==> src/rtl/ts_tick_pkg.sv <==
// ts_tick_pkg: shared timeout state encoding and the width helper used to
// size the stage counters of ts_tick_gen.
package ts_tick_pkg;

    // Timeout countdown states
    typedef enum logic [1:0] {
        TS_IDLE = 2'd0,
        TS_RUN  = 2'd1,
        TS_DONE = 2'd2
    } ts_state_e;

    // Bits needed to hold the values 0 .. n-1 (minimum 1 bit)
    function automatic int clog2(input int n);
        int r;
        r = 0;
        while ((1 << r) < n) r++;
        if (r == 0) r = 1;
        return r;
    endfunction

endpackage

==> src/rtl/ts_tick_stage.sv <==
// ts_tick_stage: one decade-style counter of the timebase chain.
// Counts 0 .. RATIO-1 while carry_in is high. carry_out is combinational, so
// a carry ripples through the whole chain on a single edge. tick is the
// registered wrap pulse.
module ts_tick_stage
    import ts_tick_pkg::*;
#(
    parameter int RATIO = 1000,
    localparam int CNT_W = clog2(RATIO)
) (
    input  logic             clock,
    input  logic             reset,
    input  logic             carry_in,
    output logic [CNT_W-1:0] count,
    output logic             carry_out,
    output logic             tick
);

    localparam logic [CNT_W-1:0] LAST = CNT_W'(RATIO - 1);

    // This stage wraps on the current edge: it is enabled and sits at its last value
    assign carry_out = carry_in && (count == LAST);

    // Advance or wrap the count; the tick pulse records a wrap for one cycle
    always_ff @(posedge clock) begin
        if (reset) begin
            count <= '0;
            tick  <= 1'b0;
        end else begin
            tick <= carry_out;
            if (carry_in) begin
                count <= carry_out ? '0 : count + CNT_W'(1);
            end
        end
    end

endmodule

==> src/rtl/ts_tick_gen.sv <==
// ts_tick_gen: multi-stage timebase. NUM_STAGES cascaded counters, each
// wrapping at RATIO, produce one-cycle ticks at every time unit of the chain.
// A sticky overflow flags the first wrap of the top stage.
//
// Optional feature, macro TS_TICK_TIMEOUT_EN: adds to_start/to_val/done and
// an IDLE/RUN/DONE countdown of top-stage ticks. Without the macro those
// ports and the countdown do not exist.
module ts_tick_gen
    import ts_tick_pkg::*;
#(
    parameter int NUM_STAGES = 4,
    parameter int RATIO      = 1000,
    parameter int TO_W       = 8,
    localparam int CNT_W     = clog2(RATIO)
) (
    input  logic                        clock,
    input  logic                        reset,
    input  logic                        enable,
`ifdef TS_TICK_TIMEOUT_EN
    input  logic                        to_start,
    input  logic [TO_W-1:0]             to_val,
    output logic                        done,
`endif
    output logic [NUM_STAGES*CNT_W-1:0] count,
    output logic [NUM_STAGES-1:0]       tick,
    output logic                        overflow
);

    // Reject configurations the counter chain cannot represent
    if (NUM_STAGES < 1 || RATIO < 2 || TO_W < 1) begin : g_bad_params
        $error("ts_tick_gen: needs NUM_STAGES>=1, RATIO>=2, TO_W>=1");
    end

    // carry[k] enables stage k; carry[NUM_STAGES] marks a top-stage wrap
    logic [NUM_STAGES:0]                 carry;
    logic [NUM_STAGES-1:0][CNT_W-1:0]    cnt;

    assign carry[0] = enable;
    assign count    = cnt;

    for (genvar k = 0; k < NUM_STAGES; k++) begin : g_stage
        ts_tick_stage #(
            .RATIO (RATIO)
        ) u_stage (
            .clock     (clock),
            .reset     (reset),
            .carry_in  (carry[k]),
            .count     (cnt[k]),
            .carry_out (carry[k+1]),
            .tick      (tick[k])
        );
    end

    // Sticky flag raised on the edge that wraps the top stage
    always_ff @(posedge clock) begin
        if (reset) overflow <= 1'b0;
        else if (carry[NUM_STAGES]) overflow <= 1'b1;
    end

`ifdef TS_TICK_TIMEOUT_EN
    ts_state_e       state;
    logic [TO_W-1:0] remain;

    // Countdown of top-stage ticks; a start always wins over a coincident tick
    always_ff @(posedge clock) begin
        if (reset) begin
            state  <= TS_IDLE;
            remain <= '0;
            done   <= 1'b0;
        end else if (to_start) begin
            remain <= to_val;
            if (to_val == '0) begin
                state <= TS_DONE;
                done  <= 1'b1;
            end else begin
                state <= TS_RUN;
                done  <= 1'b0;
            end
        end else begin
            case (state)
                TS_RUN: begin
                    if (tick[NUM_STAGES-1]) begin
                        remain <= remain - TO_W'(1);
                        if (remain == TO_W'(1)) begin
                            state <= TS_DONE;
                            done  <= 1'b1;
                        end
                    end
                end
                default: ;
            endcase
        end
    end
`endif

endmodule

==> config.mk <==
export PLATFORM = sky130hd
export DESIGN_NAME = ts_tick_gen
export DESIGN_NICKNAME = d
export VERILOG_FILES = /design/src/rtl/ts_tick_pkg.sv /design/src/rtl/ts_tick_stage.sv /design/src/rtl/ts_tick_gen.sv
export SDC_FILE = /design/constraint.sdc
export NUM_CORES = 1
export LEC_CHECK = 0
export CORE_UTILIZATION = 51
export CTS_BUF_LIST = sky130_fd_sc_hd__clkbuf_8 sky130_fd_sc_hd__clkbuf_16
export DETAILED_ROUTE_END_ITERATION = 7
export GPL_TIMING_DRIVEN = 0
export PLACE_DENSITY = 0.8
export SYNTH_ARGS = -nofsm -noshare
export SYNTH_HDL_FRONTEND = slang
export SYNTH_HIERARCHICAL = 1
export SYNTH_SLANG_ARGS = --single-unit
==> constraint.sdc <==
create_clock -name clock -period 5.8 [get_ports clock]
set_input_delay 1.45 -clock clock [delete_from_list [all_inputs] [get_ports clock]]
set_output_delay 1.45 -clock clock [all_outputs]
set_load 0.1 [all_outputs]
Word-level counts from Yosys, hierarchy flattened. Index checks and enable logic that the tools add are counted.

$add $sub $neg: 4. Multiply operators: 0. Div/mod/pow operators: 0. Order comparisons: 0. Eq/ne operators: 4. Shift operators: 0. Multiplexer cells: 4. Bitwise gates (word level): 0. Reductions and logical operators: 4.

Operator list (count): adder 10 x 1 -> 10 bit (second input constant) (4); == test 10 bit (second input constant) (4); 2-to-1 mux 10 bit (4); logical AND 1 bit (4).

Register bits after elaboration: 45. Latch bits: 0. Bits in writable memories: 0. Memory bits (read-only): 0. Bits of input ports: 3. Memories: 0.

Logic depth before layout (Yosys ltp). Gate-level depths: netlist of run 1.

Word-level depth: 6. Mapped depth: 13. Mapped depth without buffers: 10.

By module. The synthesis of run 1 kept the hierarchy.

By module, submodules not included: ts_tick_stage (times used 4, cells each 56, area each 563.0 um^2, seq. area each 220.2 um^2); ts_tick_gen (times used 1, cells each 2, area each 30.0 um^2, seq. area each 20.0 um^2).

Worst setup path after synthesis of run 1. OpenSTA, ideal clock, no wires.

Path kind: input to register. From: in enable. To: reg g_stage[3].u_stage.count[9]. Data arrival time: 4654 ps. Required time: 5726 ps. Slack: 1072 ps. Cell stages on the path: 13. Buffers on the path: 4. Cells stage by stage: buf_2 > nand3_2 > nor4_4 > buf_2 > nand3_2 > nor4_4 > buf_2 > nand3_2 > nor4_4 > buf_2 > nand4_4 > or4_1 > a31oi_1.

Word-level cells in the longest chain between the ends: 5.

Ends and longest elaborated chain: start: declaration (line ts_tick_gen.sv:18) `input logic enable,`; logical AND 1 bit (*) (line ts_tick_stage.sv:22) `assign carry_out = carry_in && (count == LAST);`; named net carry[1] (line ts_tick_gen.sv:35) `logic [NUM_STAGES:0] carry;`; logical AND 1 bit (*) (line ts_tick_stage.sv:22); named net carry[2] (line ts_tick_gen.sv:35); logical AND 1 bit (*) (line ts_tick_stage.sv:22); named net carry[3] (line ts_tick_gen.sv:35); logical AND 1 bit (line ts_tick_stage.sv:22); 2-to-1 mux 10 bit (line ts_tick_stage.sv:32) `count <= carry_out ? '0 : count + CNT_W'(1);`; end signal: assignment (line ts_tick_stage.sv:32); end: declaration (line ts_tick_stage.sv:14) `output logic [CNT_W-1:0] count,`.

Mark *: on every way through the listed nets, which the timed path passes. The rest lies on a longest branch. A chain may end at the register's enable or synchronous reset.

Worst setup path in the final report of run 1.
From: in enable. To: reg g_stage[3].u_stage.count[3].

The elaborated chain is that of the path after synthesis.

==> qor.yml, run 1 <==
xor_and_xnor_fraction_of_the_mapped_netlist_area: 0.0461
worst_setup_path_start_kind: "primary input"
proportion_of_layout_cells_with_a_drive_suffix_above_1: 0.125
combPwrFrac: 0.095
ys_seq_elements: 45
route.final.wire_length_um: 4640
layout-area-overhead-vs-synth_pct: 27.8
dp_hpwl_um: 3300
ff2ff_setup_slack_ps: 1670
detail-route-antenna-nets: 0
grt.overflow.total: 0
detailedPlace.worstSlack_ps: 762
final_hold_viol_count: 0
timing.final.crit_period_ps: 4730
yosys-mux-area-fraction: 0
netlist_area_sq_mm: 0.00228
layout.cells.most_common: "clkdlybuf4s50_1"
drt_first_pass_iters: 4
peakVddDrop_mv: 0.173
timing.slew.headroom: 0.346
holdPathStages: 1
drt_first_iter_violations: 88
synth_cells: 226
netSwitchingPower_w: 0.000158
postSynthNetCount: 233
critPathArrivalTime_ps: 4910
cp_slowest_cell: "o41ai_4"
setup-tns-final_ps: 0
die_height_um: 68.9
via_count_of_the_first_global_routing_pass: 1644
clk_transition_reported_paths_ps: 90
postLayoutSetupSlackWorst_ps: 1070
rows: 23
timing_max_transition_violations_final: 0
finalClockSkew_ps: 10.1
timing.setup.critical_path_class: "in -> reg"
reg2reg_depth: 13
max_cap_violations: 0
synth-compound-area-share: 0.182
setup_violations: 0
number_of_placed_i_o_pins: 48
power.internal_w: 0.000454
number_of_antenna_violations_at_the_first_check_in_global_routing: 0
dieWidth_um: 68.9
grt_first_pass_wirelength_um: 7650
track_usage: 0.216
max_slew.worst_pin.slew_ps: 977
layout.nets: 286
vias: 1906
max_clock_freq_mhz: 212
post_cts_hold_buffer_count: 0
detail_route.drc_violations: 0
min-delay-path-class: "reg -> reg"
period_share: 0.815
post_drt_via_cell_ratio: 5.78
worst_ep_required_time_ps: 5980
synthDistinctLibCells: 26
route.detailed.wl_per_inst_um: 14.0
cts_setup_buffers: 0
outcome: "finished clean"
layout.cells.most_common_list: "clkdlybuf4s50_1, dfxtp_1, nand2_1"
cts-root-to-sink-buffers: 2
critical_path.endpoint_type: "flop"
tritoncts_num_sinks: 45
pwr-share-seq: 0.519
clkLatencyLatePin_ps: 300
core-area_sq_mm: 0.00414
design.die.area_sq_mm: 0.00475
n_antenna_cell: 0
floorplan.initialDensity: 0.551
clockPowerShare: 0.386
yosysSeqAreaShare: 0.395
yosys_warnings: 6
path_cells: "buf_2, nand3_2, nor4_4, buf_2, nand3_2, nor4_4, buf_2, nand3_2, nor4_4, buf_2, nand3_2, o41ai_4, nor2_1"
synth_top_family_by_area: "simple AND/OR/NAND/NOR gates"
clock_tree_from_tritoncts: "done"
max_fo_critical_path: 9
total_leakage_power_nw: 1.07
place_congestion: 0.787
clk_root_buffer_cell: "clkbuf_8"
buffer_ports.inserted: 46
tritoncts.num_buffers: 5
htree_num_levels: 2
critical-path-max-stage-delay_ps: 500
grt_max_degree: 26
synth_simple_gate_area_share: 0.333
postCtsResizedCells: 0
postSynthAreaPerCell_sq_um: 10.1
pwr_density_cell_mw_per_mm2: 210
adder_cell_share_of_the_synthesized_area: 0.0219
grt_setup_unrepaired: "no"
p_sw_frac: 0.258
-- flip-flops by register name, indices dropped and copies added, names as in the netlist --
name / flops
g_stage.u_stage/count: 40
g_stage.u_stage/tick: 4
overflow: 1
-- worst paths after layout --
path / from / endpoint
hold reg to reg: overflow / overflow
hold / removal: overflow / overflow
setup reg to reg: g_stage[0].u_stage/count[0] / g_stage[3].u_stage/count[3]
setup / recovery: enable / g_stage[3].u_stage/count[3]
-- area by class of cell --
| class | count | area [sq um] |
|---|---|---|
| Sequential cell | 45 | 901 |
| Clock inverter | 3 | 42.5 |
| Inverter | 8 | 30.0 |
| Buffer | 4 | 20.0 |
| Timing Repair Buffer | 46 | 460 |
| Clock buffer | 5 | 68.8 |
| Tap cell | 50 | 62.6 |
| Fill cell | 335 | 1230 |
| Multi-Input combinational cell | 169 | 1330 |
-- stage by stage --
step           hold slack [ps]  cell area (sq um)   util  cells  power [W]
2_1_floorplan              924               2280      -    226   0.000369
3_3_place_gp               454               2810  0.677    322   0.000383
3_5_place_dp               462               2810  0.677    322   0.000383
4_1_cts                    486               2920  0.704    330   0.000622
5_1_grt                    501               2920  0.704    330   0.000635
6_report                   480               2920  0.704    330   0.000612
-- power groups by stage --
stage / clock, W / sequential [W] / combinational, W
6_report: 0.000237 / 0.000318 / 0.0000581
5_1_grt: 0.000255 / 0.000319 / 0.0000613
4_1_cts: 0.000246 / 0.000318 / 0.0000584
3_5_place_dp: 0 / 0.000325 / 0.0000581
3_3_place_gp: 0 / 0.000325 / 0.0000579
2_1_floorplan: 0 / 0.000352 / 0.0000174
-- routing by layer --
layer	vias up	part of all wire	GRT usage
li1	965	-	-
met1	901	0.49	0.284
met2	36	0.46	0.350
met3	4	0.036	0.0395
met4	0	0.011	0.0791
met5	-	0	0
-- worst max-delay path: cells and delay by family --
kind / cells / cell delay, ps
AO/OA/AOI/OAI: 1 / 500
buffers and inverters: 4 / 1000
AND/OR/NAND/NOR: 8 / 1950
-- cells by family after synthesis --
group,after synthesis
AND/OR/NAND/NOR,100
AO/OA/AOI/OAI,53
flip-flops,45
XOR/XNOR,12
buffers and inverters,12
adder cells (fa/ha/maj),4
-- cells in the mapped netlist --
cell / number / area [sq um]
nand4_1: 8 / 50.1
dfxtp_1: 45 / 901
nand3_1: 4 / 20.0
o21ba_1: 1 / 10.0
o31ai_1: 12 / 90.1
nand3_2: 4 / 40.0
o22ai_1: 4 / 25.0
and2_1: 4 / 25.0
o221ai_1: 4 / 35.0
o41ai_4: 4 / 110
a21oi_1: 16 / 80.1
nand3b_1: 8 / 60.1
or3_1: 8 / 50.1
nand2b_1: 4 / 25.0
or2_2: 4 / 25.0
nor4_4: 4 / 85.1
o21ai_0: 8 / 40.0
xor2_1: 12 / 105
nand4_4: 8 / 170
a31oi_1: 4 / 25.0
inv_1: 8 / 30.0
buf_2: 4 / 20.0
or4_1: 12 / 90.1
nor2_1: 12 / 45.0
ha_1: 4 / 50.1
nand2_1: 20 / 75.1
Note: power is estimated with default switching activity, not from simulation.
==> run 2, diff against run 1 <==
--- a/config.mk
+++ b/config.mk
@@ -5,11 +5,11 @@
 export SDC_FILE = /design/constraint.sdc
 export NUM_CORES = 1
 export LEC_CHECK = 0
-export CORE_UTILIZATION = 51
+export CORE_UTILIZATION = 46
 export CTS_BUF_LIST = sky130_fd_sc_hd__clkbuf_8 sky130_fd_sc_hd__clkbuf_16
 export DETAILED_ROUTE_END_ITERATION = 7
 export GPL_TIMING_DRIVEN = 0
-export PLACE_DENSITY = 0.8
+export PLACE_DENSITY = 0.76
 export SYNTH_ARGS = -nofsm -noshare
 export SYNTH_HDL_FRONTEND = slang
 export SYNTH_HIERARCHICAL = 1
==> constraint.sdc (replaced) <==
create_clock -name clock -period 4.3 [get_ports clock]
set_input_delay 1.075 -clock clock [delete_from_list [all_inputs] [get_ports clock]]
set_output_delay 1.075 -clock clock [all_outputs]
set_load 0.1 [all_outputs]
==> run 2 against run 1 <==
Against the previous run:
- sequential power up 35%
- flip-flop and latch count stayed put
- sequential share of layout area is 0.55 points lower
- clock power rose by 59%
- die area increased by 11%
- critical path depth is the same
- via count shrank 0.68%
- cell count increased by 5.5%
- worst setup slack got worse by 790 ps
- global-route usage is 2.2 points lower
- critical endpoint is now g_stage[3].u_stage/count[9]
==> qor.yml, run 2 (same netlist as run 1, synthesis figures left out) <==
cp_slowest_cell: "or4_1"
clockPowerShare: 0.426  # +0.040
multi_input_gate_area_in_the_final_layout_sq_mm: 0.00133  # unchanged
sequential_cell_area_sq_um: 903  # +0.28%
holdPathStages: 1  # unchanged
proportion_of_layout_cells_with_a_drive_suffix_above_1: 0.139  # +0.0138
rows: 25  # +8.7%
tritoncts.num_buffers: 5  # unchanged
fillers: 431  # +29%
reg2reg_from: "g_stage[0].u_stage/count[0]"
stdcell_count: 348  # +5.5%
reg2reg_depth: 13  # unchanged
finalClockSkew_ps: 8.32  # -1.79 ps
design.die.area_sq_mm: 0.00525  # +11%
period_share: 0.933
max_clock_freq_mhz: 249
clkLatencyLatePin_ps: 300  # about the same
pwr-share-seq: 0.485  # -0.034
vias: 1893  # -0.68%
p_sw_frac: 0.241  # -0.0173
largest_reg_flops: 40  # unchanged
cp.buffers_inverters: 4  # unchanged
pwr_density_cell_mw_per_mm2: 297  # +42%
power.internal_w: 0.000672  # +48%
dp_hpwl_um: 3200  # -3.1%
critPathArrivalTime_ps: 4230  # -680 ps
n_antenna_cell: 0  # unchanged
critical_path.endpoint_type: "flop"
largestRegisters: "g_stage.u_stage/count: 40 flops, g_stage.u_stage/tick: 4 flops, overflow: 1 flops"
timing_max_transition_violations_final: 0  # unchanged
detail_route.drc_violations: 0  # unchanged
dieWidth_um: 72.4  # +5.1%
tritoncts_num_sinks: 45  # unchanged
post_drt_via_cell_ratio: 5.44  # -5.8%
critical_path.top_delay_family: "simple AND/OR/NAND/NOR gates"
timing.slew.headroom: 0.347  # +0.000979
clk_transition_reported_paths_ps: 90  # about the same
final_util: 0.626  # -0.0775
layout.cells.most_common: "clkdlybuf4s50_1"
htree_num_levels: 2  # unchanged
layout-area-overhead-vs-synth_pct: 30.5
netSwitchingPower_w: 0.000213  # +35%
number_of_antenna_violations_at_the_first_check_in_global_routing: 0  # unchanged
hp-start: "overflow"
drt_first_iter_violations: 93  # +5.7%
route.final.wire_length_um: 4670  # +0.73%
route.detailed.wl_per_inst_um: 13.4  # -4.5%
ff2ff_setup_slack_ps: 610  # -1060 ps
buffer_ports.inserted: 46  # unchanged
combPwrFrac: 0.089  # -0.006
total_leakage_power_nw: 1.08  # +1.3%
place_congestion: 0.748  # -4.9%
layout.cells.most_common_list: "clkdlybuf4s50_1, dfxtp_1, nand2_1"
hold-path-endpoint: "overflow"
timing.final.crit_period_ps: 4010
critical-path-max-stage-delay_ps: 510  # about the same
drt_first_pass_iters: 4  # unchanged
max_flop_register: "g_stage.u_stage/count"
peakVddDrop_mv: 0.191  # +11%
detail-route-antenna-nets: 0  # unchanged
track_usage: 0.194  # -0.0220
post_cts_hold_buffer_count: 0  # unchanged
timing.critical_path.depth: 13  # unchanged
max_slew.worst_pin.slew_ps: 976  # -1.46 ps
path_cells: "buf_2, nand3_2, nor4_4, clkbuf_4, nand3_2, nor4_4, buf_4, nand3_2, nor4_4, buf_4, nand4_4, or4_1, a31oi_1"
clk_root_buffer_cell: "clkbuf_8"
via_count_of_the_first_global_routing_pass: 1699  # +3.3%
layout.nets: 287  # +0.35%
worst_setup_path_start_kind: "primary input"
clock_tree_from_tritoncts: "done"
setup-tns-final_ps: 0  # unchanged
max_cap_violations: 0  # unchanged
min-delay-path-class: "reg -> reg"
setup_violations: 0  # unchanged
grt_max_degree: 26  # unchanged
number_of_placed_i_o_pins: 48  # unchanged
grt_setup_unrepaired: "no"
grt.overflow.total: 0  # unchanged
timing.setup.critical_path_class: "in -> reg"
worst_ep_required_time_ps: 4520  # -1460 ps
outcome: "finished clean"
die_height_um: 72.4  # +5.1%
grt_first_pass_wirelength_um: 8040  # +5.0%
core-area_sq_mm: 0.00475  # +15%
final_hold_viol_count: 0  # unchanged
reg2reg_to: "g_stage[3].u_stage/count[9]"
place.detailed.instances: 339  # +5.3%
max_fo_critical_path: 9  # unchanged
cts-root-to-sink-buffers: 2  # unchanged
floorplan.initialDensity: 0.480  # -0.0707
[run 2: cell types whose count changed in the layout (fill, tap and decap cells not counted), sizes merged]
cell and delta:
clkbuf +1, bufinv +1, inv -1
[run 2: through the flow]
stage                     hold slack (ps)  worst slack, ps  cell area (sq um)  power [W]
final                                 490              288               2980   0.000885
after global routing                  529             49.2               2980   0.000919
after CTS                             502             35.7               2970   0.000895
after detailed placement              483             -271               2830   0.000518
after global placement                478             -253               2830   0.000517
after floorplan                       743             27.4               2290   0.000498
[run 2: worst max-delay path by stage]
stage / from / to / slack (ps)
2_1_floorplan: enable / g_stage[3].u_stage/count[9] / 30
3_3_place_gp: enable / g_stage[3].u_stage/count[3] / -250
3_5_place_dp: enable / g_stage[3].u_stage/count[9] / -270
4_1_cts: enable / g_stage[3].u_stage/count[9] / 40
5_1_grt: enable / g_stage[3].u_stage/count[9] / 50
6_report: enable / g_stage[3].u_stage/count[9] / 290
[run 2: worst reg2reg max path: stages, from the launching register on]
cell	delay (ps)
dfxtp_2	390
ha_1	250
nand3_2	180
nor4_4	360
clkbuf_4	260
nand3_2	160
nor4_4	200
buf_4	210
nand3_2	170
nor4_4	370
buf_4	230
nand4_4	140
or4_1	520
a31oi_1	170
[run 2: per-layer routing]
metal | track usage | wire length (um)
met4 | 0.0654 | 66
met2 | 0.303 | 2160
met3 | 0.0500 | 129
met5 | 0 | 0
met1 | 0.259 | 2310
[run 2: repair_timing]
item | CTS | global route
endpoints found under the hold margin | 0 | 0
setup buffers | 0 | 1
setup endpoints to repair | 0 | 10
resized for setup | 0 | 1
[run 2: area by class of cell]
class / count / share of cell area
plain buffers: 4 / 0.00924
clock buffers: 5 / 0.0231
clock inverters: 3 / 0.0218
inverters: 8 / 0.0101
multi-input cells: 169 / 0.447
flip-flops and latches: 45 / 0.303
well taps: 67 / 0.0282
repair buffers: 47 / 0.157
[run 2: power groups by stage]
stage                     sequential, W  combinational, W  clock, W
final                          0.000429         0.0000787  0.000377
after global routing           0.000430         0.0000829  0.000406
after CTS                      0.000429         0.0000790  0.000387
after detailed placement       0.000439         0.0000787         0
after global placement         0.000439         0.0000782         0
after floorplan                0.000475         0.0000235         0
